===== src/rtl/mult_result_buffer.sv =====
// Result FIFO between the non-stalling pipelined multiplier and the CDB arbiter.
// Issues credits so in-flight multiplies always have a slot, and drops results of squashed ops.
module mult_result_buffer #(
  parameter int unsigned DEPTH          = 4,
  parameter int unsigned CNT_W          = $clog2(DEPTH + 1),
  parameter int unsigned XLEN           = 32,
  parameter int unsigned PREG_IDX_WIDTH = 6,
  parameter int unsigned ROB_IDX_WIDTH  = 5,
  // mult_packet layout, MSB first: {valid, NPC, rob_idx, pdest_idx, halt, illegal}
  localparam int unsigned PKT_W = 1 + XLEN + ROB_IDX_WIDTH + PREG_IDX_WIDTH + 2
) (
  input  logic                      clock,
  input  logic                      reset,
  input  logic                      squash,
  input  logic                      mult_start,
  output logic                      mult_ready,
  input  logic                      mult_done,
  input  logic [XLEN-1:0]           mult_product,
  input  logic [PKT_W-1:0]          mult_packet,
  output logic                      cdb_valid,
  input  logic                      cdb_grant,
  output logic [XLEN-1:0]           cdb_value,
  output logic [PREG_IDX_WIDTH-1:0] cdb_pdest_idx,
  output logic [ROB_IDX_WIDTH-1:0]  cdb_rob_idx,
  output logic [XLEN-1:0]           cdb_NPC,
  output logic                      cdb_halt,
  output logic                      cdb_illegal,
  output logic                      overflow
);

  localparam int unsigned PTR_W = $clog2(DEPTH);
  localparam int unsigned ENT_W = 2 * XLEN + ROB_IDX_WIDTH + PREG_IDX_WIDTH + 2;
  localparam logic [CNT_W-1:0] DepthC = CNT_W'(DEPTH);
  localparam logic [CNT_W-1:0] CntMax = '1;

  logic                      pkt_valid;
  logic [XLEN-1:0]           pkt_npc;
  logic [ROB_IDX_WIDTH-1:0]  pkt_rob;
  logic [PREG_IDX_WIDTH-1:0] pkt_pdest;
  logic                      pkt_halt;
  logic                      pkt_illegal;
  logic [ENT_W-1:0]          push_ent;

  assign {pkt_valid, pkt_npc, pkt_rob, pkt_pdest, pkt_halt, pkt_illegal} = mult_packet;
  assign push_ent = {mult_product, pkt_npc, pkt_rob, pkt_pdest, pkt_halt, pkt_illegal};

  logic [ENT_W-1:0] mem_q [DEPTH];
  logic [ENT_W-1:0] mem_d [DEPTH];
  logic [ENT_W-1:0] head_ent_q, head_ent_d;
  logic [PTR_W-1:0] head_q, head_d, tail_q, tail_d;
  logic [CNT_W-1:0] count_q, count_d;
  logic [CNT_W-1:0] inflight_q, inflight_d;
  logic [CNT_W-1:0] drop_q, drop_d;
  logic             overflow_q, overflow_d;

  logic push_req, push, pop, full;
  logic [CNT_W:0] occupancy;

  assign full     = (count_q == DepthC);
  assign pop      = (count_q != '0) & cdb_grant & ~squash;
  assign push_req = mult_done & pkt_valid & (drop_q == '0) & ~squash;
  // A pop in the same cycle frees the slot, so a push into a full FIFO is legal then.
  assign push     = push_req & (~full | pop);

  assign occupancy  = {1'b0, count_q} + {1'b0, inflight_q};
  assign mult_ready = ~squash & (occupancy < (CNT_W + 1)'(DEPTH));

  always_comb begin
    inflight_d = inflight_q;
    if (mult_start && !mult_done) begin
      if (inflight_q != CntMax) inflight_d = inflight_q + CNT_W'(1);
    end else if (!mult_start && mult_done && inflight_q != '0) begin
      inflight_d = inflight_q - CNT_W'(1);
    end
  end

  always_comb begin
    drop_d = drop_q;
    if (squash) begin
      // Everything still in the multiplier (including this cycle's start) belongs to squashed ops.
      drop_d = inflight_d;
    end else if (mult_done && drop_q != '0) begin
      drop_d = drop_q - CNT_W'(1);
    end
  end

  always_comb begin
    mem_d      = mem_q;
    head_d     = head_q;
    tail_d     = tail_q;
    count_d    = count_q;
    overflow_d = overflow_q | (push_req & full & ~pop);
    if (squash) begin
      head_d  = '0;
      tail_d  = '0;
      count_d = '0;
    end else begin
      if (push) begin
        mem_d[tail_q] = push_ent;
        tail_d        = tail_q + PTR_W'(1);
      end
      if (pop) head_d = head_q + PTR_W'(1);
      if (push && !pop) begin
        count_d = count_q + CNT_W'(1);
      end else if (pop && !push) begin
        count_d = count_q - CNT_W'(1);
      end
    end
    // Registered head copy keeps cdb_* glitch-free and holding their last value when empty.
    head_ent_d = (count_d != '0) ? mem_d[head_d] : head_ent_q;
  end

  always_ff @(posedge clock) begin
    if (reset) begin
      mem_q      <= '{default: '0};
      head_ent_q <= '0;
      head_q     <= '0;
      tail_q     <= '0;
      count_q    <= '0;
      inflight_q <= '0;
      drop_q     <= '0;
      overflow_q <= 1'b0;
    end else begin
      mem_q      <= mem_d;
      head_ent_q <= head_ent_d;
      head_q     <= head_d;
      tail_q     <= tail_d;
      count_q    <= count_d;
      inflight_q <= inflight_d;
      drop_q     <= drop_d;
      overflow_q <= overflow_d;
    end
  end

  assign cdb_valid = (count_q != '0);
  assign overflow  = overflow_q;
  assign {cdb_value, cdb_NPC, cdb_rob_idx, cdb_pdest_idx, cdb_halt, cdb_illegal} = head_ent_q;

endmodule


===== config.mk =====
export PLATFORM = sky130hd
export DESIGN_NAME = mult_result_buffer
export DESIGN_NICKNAME = d
export VERILOG_FILES = /design/src/rtl/mult_result_buffer.sv
export SDC_FILE = /design/constraint.sdc
export NUM_CORES = 1
export LEC_CHECK = 0
export CAP_MARGIN = 0
export CORE_MARGIN = 2
export CORE_UTILIZATION = 45
export DETAILED_ROUTE_END_ITERATION = 16
export PLACE_DENSITY = 0.65
export SYNTH_ARGS = -nofsm -noshare
export SYNTH_HDL_FRONTEND = slang
export SYNTH_SLANG_ARGS = --single-unit

===== constraint.sdc =====
create_clock -name clock -period 4.15 [get_ports clock]
set_clock_uncertainty 0.2 [all_clocks]
set_input_delay 1.245 -clock clock [delete_from_list [all_inputs] [get_ports clock]]
set_output_delay 1.245 -clock clock [all_outputs]
set_load 0.01 [all_outputs]

==> out/metrics.cfg <==
[synthesis]
ys_ff_latch = 399
synth_area_um2 = 17700
netlist_instances = 1953
synth-seq-area-share_pct = 45.1
synthArstFlopShare_pct = 0
ys.warnings.count = 0
ys_types = 44
synth_edf_count = 0
syn_nets = 2051
ys.flop_type = dfxtp_1
avgSynthCellArea_um2 = 9.07

[die]
core_area_um2 = 38700
fp-row-count = 72
die_h_um = 202
die_x_um = 202
ios = 164
die_area_um2 = 40900
start_util_pct = 45.7

[timing]
worst_hold_slack_ns = 0.282
period_minus_slack_ns = 4.10
fin_crit_sh_pct = 98.8
finalSetupViolCount = 0
slew_violations = 0
slew_headroom_pct = 47.6
rsz0062_at_grt = false
fmax_ghz = 0.244
hold_viol = 0
worstMarginPinSlew_ns = 0.786

[route]
viasPerCell = 6.18
ant_nets = 0
drt-initial-drc-count = 1127
drc = 0
via_count = 15782
drt_wl_total_um = 53000
wl_per_cell_um = 20.8
first_pass_iters = 7

[setup_path]
crit_arrival_ns = 2.66
end_kind = output pin
critical_path_class = primary input to output pin
cp_cell_sequence = dlygate4sd2_1 -> or4_1 -> a31oi_4 -> clkdlybuf4s15_1
cp_slowest_cell = or4_1
start_kind = primary input
cpPeakStageDelay_ns = 0.59
cp_max_fo = 2
required_ns = 2.70

[status]
status = finished clean

[finish]
nets = 2103
fillCellCount = 3479
multi_input_area_um2 = 8880
area_growth_pct = 21.0
fin_util_pct = 55.3
final_layout_size_suffix_gt1_share_pct = 7.02
diodes = 0
seqCellArea_um2 = 7990

[global_route]
grt_max_degree = 161
grt_pass1_vias = 15390
antenna_found_initial = 1
grt_pass1_wl_um = 84400
grt-ovfl-total = 0
grt_usage_pct = 25.4

[clock_network]
htreeDepth = 2
cts_hold_buf = 0
cts_tree = done
cts_sinks = 399
cts_max_path_buffers = 3
clkTransAtPathRegs_ns = 0.06
cts-buffers-inserted = 44
clock_latency_ns = 0.57
cts-root-buf = clkbuf_16
cts_setup_buffers = 0

[pwr]
peakVddDrop_uv = 352
power.density_nw_per_um2 = 445
power.leakage_uw = 0.00911

[place]
place.gp.congestion = 0.767
dp_hpwl_um = 29500
io_buffers = 163

[flow_run]
maxCapViolCount = 0

[worst_hold_path]
hold_path.class = flop to flop

## state kept, by name (all words and copies together) (netlist names)
signal	flops
count_q	3
drop_q	3
head_ent_q	77
head_q	2
inflight_q	3
mem_q	308
overflow	1
tail_q	2
## cells by family (layout without fill, tap and decap cells)
family	Yosys count	in the layout	share of synthesized area [%]
multiplexers	156	156	8.82
buffers and inverters	226	310	5.34
adder cells (fa/ha/maj)	14	14	0.989
AO/OA/AOI/OAI	644	644	26.2
AND/OR/NAND/NOR	509	509	13.3
XOR/XNOR	5	5	0.247
flip-flops	399	399	45.1
## stage by stage
step                      TNS (ns)  worst slack (ns)  instances  cell area [um2]  total power (uW)
final                            0            0.0478       2555            21400              9530
after global routing             0            0.0200       2555            21400              9870
after CTS                        0            0.0307       2555            21400              9590
after detailed placement    -0.687            -0.617       2477            20000              5700
after global placement      -0.658            -0.658       2477            20000              5680
after floorplan                  0             0.527       1953            17700              4970
## critical path: cells and delay by family
family / cells / cell delay [ns]
buf+inv: 2 / 0.59
simple gates: 1 / 0.59
compound gates: 1 / 0.23
## layer usage
| metal | share of wire, % | track usage, % |
|---|---|---|
| met5 | 0.030 | 0 |
| met3 | 6.4 | 4.08 |
| met4 | 2.3 | 6.60 |
| met2 | 47 | 42.9 |
| met1 | 44 | 33.9 |
## Yosys cell counts, types with 2 or more instances
cell	instances	area share [%]
a211o_1	154	7.6
o21ai_0	2	0.057
mux2i_1	156	8.8
nand3_1	2	0.057
buf_1	13	0.28
nand2b_1	2	0.071
nand2_1	13	0.28
inv_2	3	0.064
dfxtp_1	399	45
a31oi_1	78	2.8
buf_2	41	1.2
buf_4	6	0.25
clkbuf_1	149	3.2
xor2_1	2	0.099
o21a_1	2	0.085
o41ai_1	77	3.8
buf_6	3	0.19
ha_1	14	0.99
and2_1	4	0.14
nor2b_1	2	0.071
nor3_1	5	0.14
or3_1	2	0.071
and3_1	156	5.5
xnor2_1	3	0.15
inv_1	11	0.23
a21oi_1	161	4.6
nor2_1	318	6.7
a211oi_1	159	6.7
## final cells by class
cell class	instances	share of cell area, %
timing repair buffer	218	11.3
tap	518	3.03
clock inverter	8	0.327
inverter	14	0.245
sequential	399	37.3
multi-input combinational	1328	41.5
clock buffer	70	6.40
## cell usage in the layout, fill, tap and decap left out, types with 3 or more instances in the layout
master           netlist  final
a211o_1              154    154
a211oi_1             159    159
a21oi_1              161    160
a31oi_1               78     77
and2_1                 4      4
and3_1               156    156
buf_12                 0     29
buf_4                  6     26
clkbuf_1             149     10
clkbuf_16              0     45
clkbuf_8               0     15
clkdlybuf4s50_1        0    160
clkinv_2               0      5
dfxtp_1              399    399
ha_1                  14     12
inv_1                 11     11
inv_2                  3      3
mux2i_1              156    155
nand2_1               13      9
nand2_4                0      4
nor2_1               318    317
nor3_1                 5      4
o41ai_1               77     77
xnor2_1                3      3
## report_power, final
| group | switching [uW] | internal [uW] |
|---|---|---|
| combinational | 777 | 692 |
| sequential | 140 | 4030 |
| clock | 1580 | 2310 |
## repair_timing
action	4_1_cts	5_1_grt
gates resized for setup	4	1
pin swaps	0	0
endpoints found under the setup margin	1	1
## worst paths after layout
path / start / endpoint / slack, ns / cells past startpoint
worst max register to register: count_q[0]$_SDFF_PP0_ / head_ent_q[56]$_SDFFE_PP0P_ / 1.14 / 10
worst max-delay path: squash / mult_ready / 0.05 / 4
worst min-delay path: mem_q[118]$_SDFF_PP0_ / mem_q[118]$_SDFF_PP0_ / 0.28 / 2
worst min register to register: mem_q[118]$_SDFF_PP0_ / mem_q[118]$_SDFF_PP0_ / 0.28 / 2
Note: power is estimated with default switching activity, not from simulation.
==> patch (same flow settings) <==
The parameter `ROB_IDX_WIDTH` goes from 5 to 4.
--- a/src/rtl/mult_result_buffer.sv
+++ b/src/rtl/mult_result_buffer.sv
@@ -5,7 +5,7 @@
   parameter int unsigned CNT_W          = $clog2(DEPTH + 1),
   parameter int unsigned XLEN           = 32,
   parameter int unsigned PREG_IDX_WIDTH = 6,
-  parameter int unsigned ROB_IDX_WIDTH  = 5,
+  parameter int unsigned ROB_IDX_WIDTH  = 4,
   // mult_packet layout, MSB first: {valid, NPC, rob_idx, pdest_idx, halt, illegal}
   localparam int unsigned PKT_W = 1 + XLEN + ROB_IDX_WIDTH + PREG_IDX_WIDTH + 2
 ) (
Ports: changed (resized cdb_rob_idx and mult_packet); port bits go from 164 to 162. The function was not compared with the original's and may differ.
==> patch against the unedited design <==
  * Power is 0.36% higher
  * Global-route usage up 0.26 points
  * Sequential cell count is 5 lower
  * Area after synthesis shrank 1.1%
  * Sequential power shrank 1%
  * Cell count about the same
  * Cell area hardly changed
  * Sequential share of layout area fell by 0.50 points
  * Wire length grew 1.0%
  * Setup slack gained 0.059 ns
  * Critical path type unchanged
==> patch: results (changes against the unedited design) <==
STATUS='finished, final reports clean'  # unchanged
POST_ROUTE_CELLS_DRIVE_ABOVE_1_SHARE_PCT=8.05  # was 7.02%
FINALWEIGHTEDCONGESTION=0.793  # was 0.767
REG.LARGEST.LIST='mem_q x304, head_ent_q x76'  # was mem_q x308, head_ent_q x77
POST_SYNTH_MUX_AREA_SHARE_PCT=8.81  # was 8.82%
FINAL_STANDARD_CELL_AREA_WITHOUT_FILLERS_UM2=21400  # about the same
SYNTH_SEQUENTIAL_AREA_RATIO_PCT=45.1  # about the same
GLOBALROUTETOTALUTIL_PCT=25.7  # was 25.4%
MIN-DELAY-START='mem_q[295]'  # was mem_q[118]
PLACE.PORT_BUFFERS=161  # was 163
NETLIST_TOP_CELLS_AREA='dfxtp_1 45%, mux2i_1 8.8%, a211o_1 7.6%'  # unchanged
WL_MM=53.6  # was 53.0 mm
COUNT_OF_TRITONROUTE_ITERATIONS_IN_THE_FIRST_ROUTING_PASS=6  # was 7
GRT.MET1_USAGE_PCT=33.8  # was 33.9%
CP.ARRIVAL_NS=2.60  # was 2.66 ns
FIRST_GLOBAL_VIAS=15400  # about the same
WORST_SKEW_PAIR.LATE_LATENCY_NS=0.59  # was 0.57 ns
GRT_PASS1_WL_MM=84.6  # was 84.4 mm
XOR_XNOR_FRACTION_OF_SYNTH_AREA_PCT=0.250  # was 0.247%
POWER.IR.VDD_WORST_mV=0.316  # was 0.352 mV
SYNTH_COMPOUND_AREA_SHARE_PCT=26.2  # about the same
PLACE.DETAILED.HPWL_MM=29.3  # was 29.5 mm
WIRELENGTH_MET1_MM=23.6  # was 23.3 mm
FINALNONFILLERCELLS=2556  # was 2,555
SYNTHDISTINCTLIBCELLS=45  # was 44
SYNTH.AVG_CELL_AREA_UM2=9.06  # was 9.07 um2
SYNTHESIS.NETS=2028  # was 2,051
GR-USAGE-MET2_PCT=42.5  # was 42.9%
ROUTED-VIA-COUNT=15700  # was 15,800
POWER.LEAKAGE_nW=9.18  # was 9.11 nW
SYNTH.CELLS.MOST_FREQUENT='394 x dfxtp_1, 314 x nor2_1, 158 x a21oi_1'  # was 399 x dfxtp_1, 318 x nor2_1, 161 x a21oi_1
[patch: cell types whose count changed after synthesis, sizes merged]
| cell | delta |
|---|---|
| a211o | -2 |
| a211oi | -2 |
| a21oi | -2 |
| a31oi | -1 |
| and3 | -2 |
| buf | +3 |
| clkbuf | -4 |
| dfxtp | -5 |
| mux2i | -2 |
| nor2 | -4 |
| o41ai | -1 |
[patch: power breakdown]
group / internal, W / switching (W)
Combinational: 0.000688 / 0.000772
Sequential: 0.00398 / 0.000141
Clock: 0.00236 / 0.00162
[patch: path summary, 6_finish.rpt]
kind	slack (ns)	endpoint	cells past startpoint
max	0.11	mult_ready	4
max reg2reg	1.10	head_ent_q[41]	10
min	0.28	mem_q[295]	2
min reg2reg	0.28	mem_q[295]	2
[patch: cell type report]
type                       count  area share (%)
multi-input combinational   1312            40.9
sequential                   394            36.8
timing repair buffer         235            12.1
clock buffer                  69            6.27
tap                          518            3.02
clock inverter                13           0.689
inverter                      14           0.245
antenna                        1          0.0117
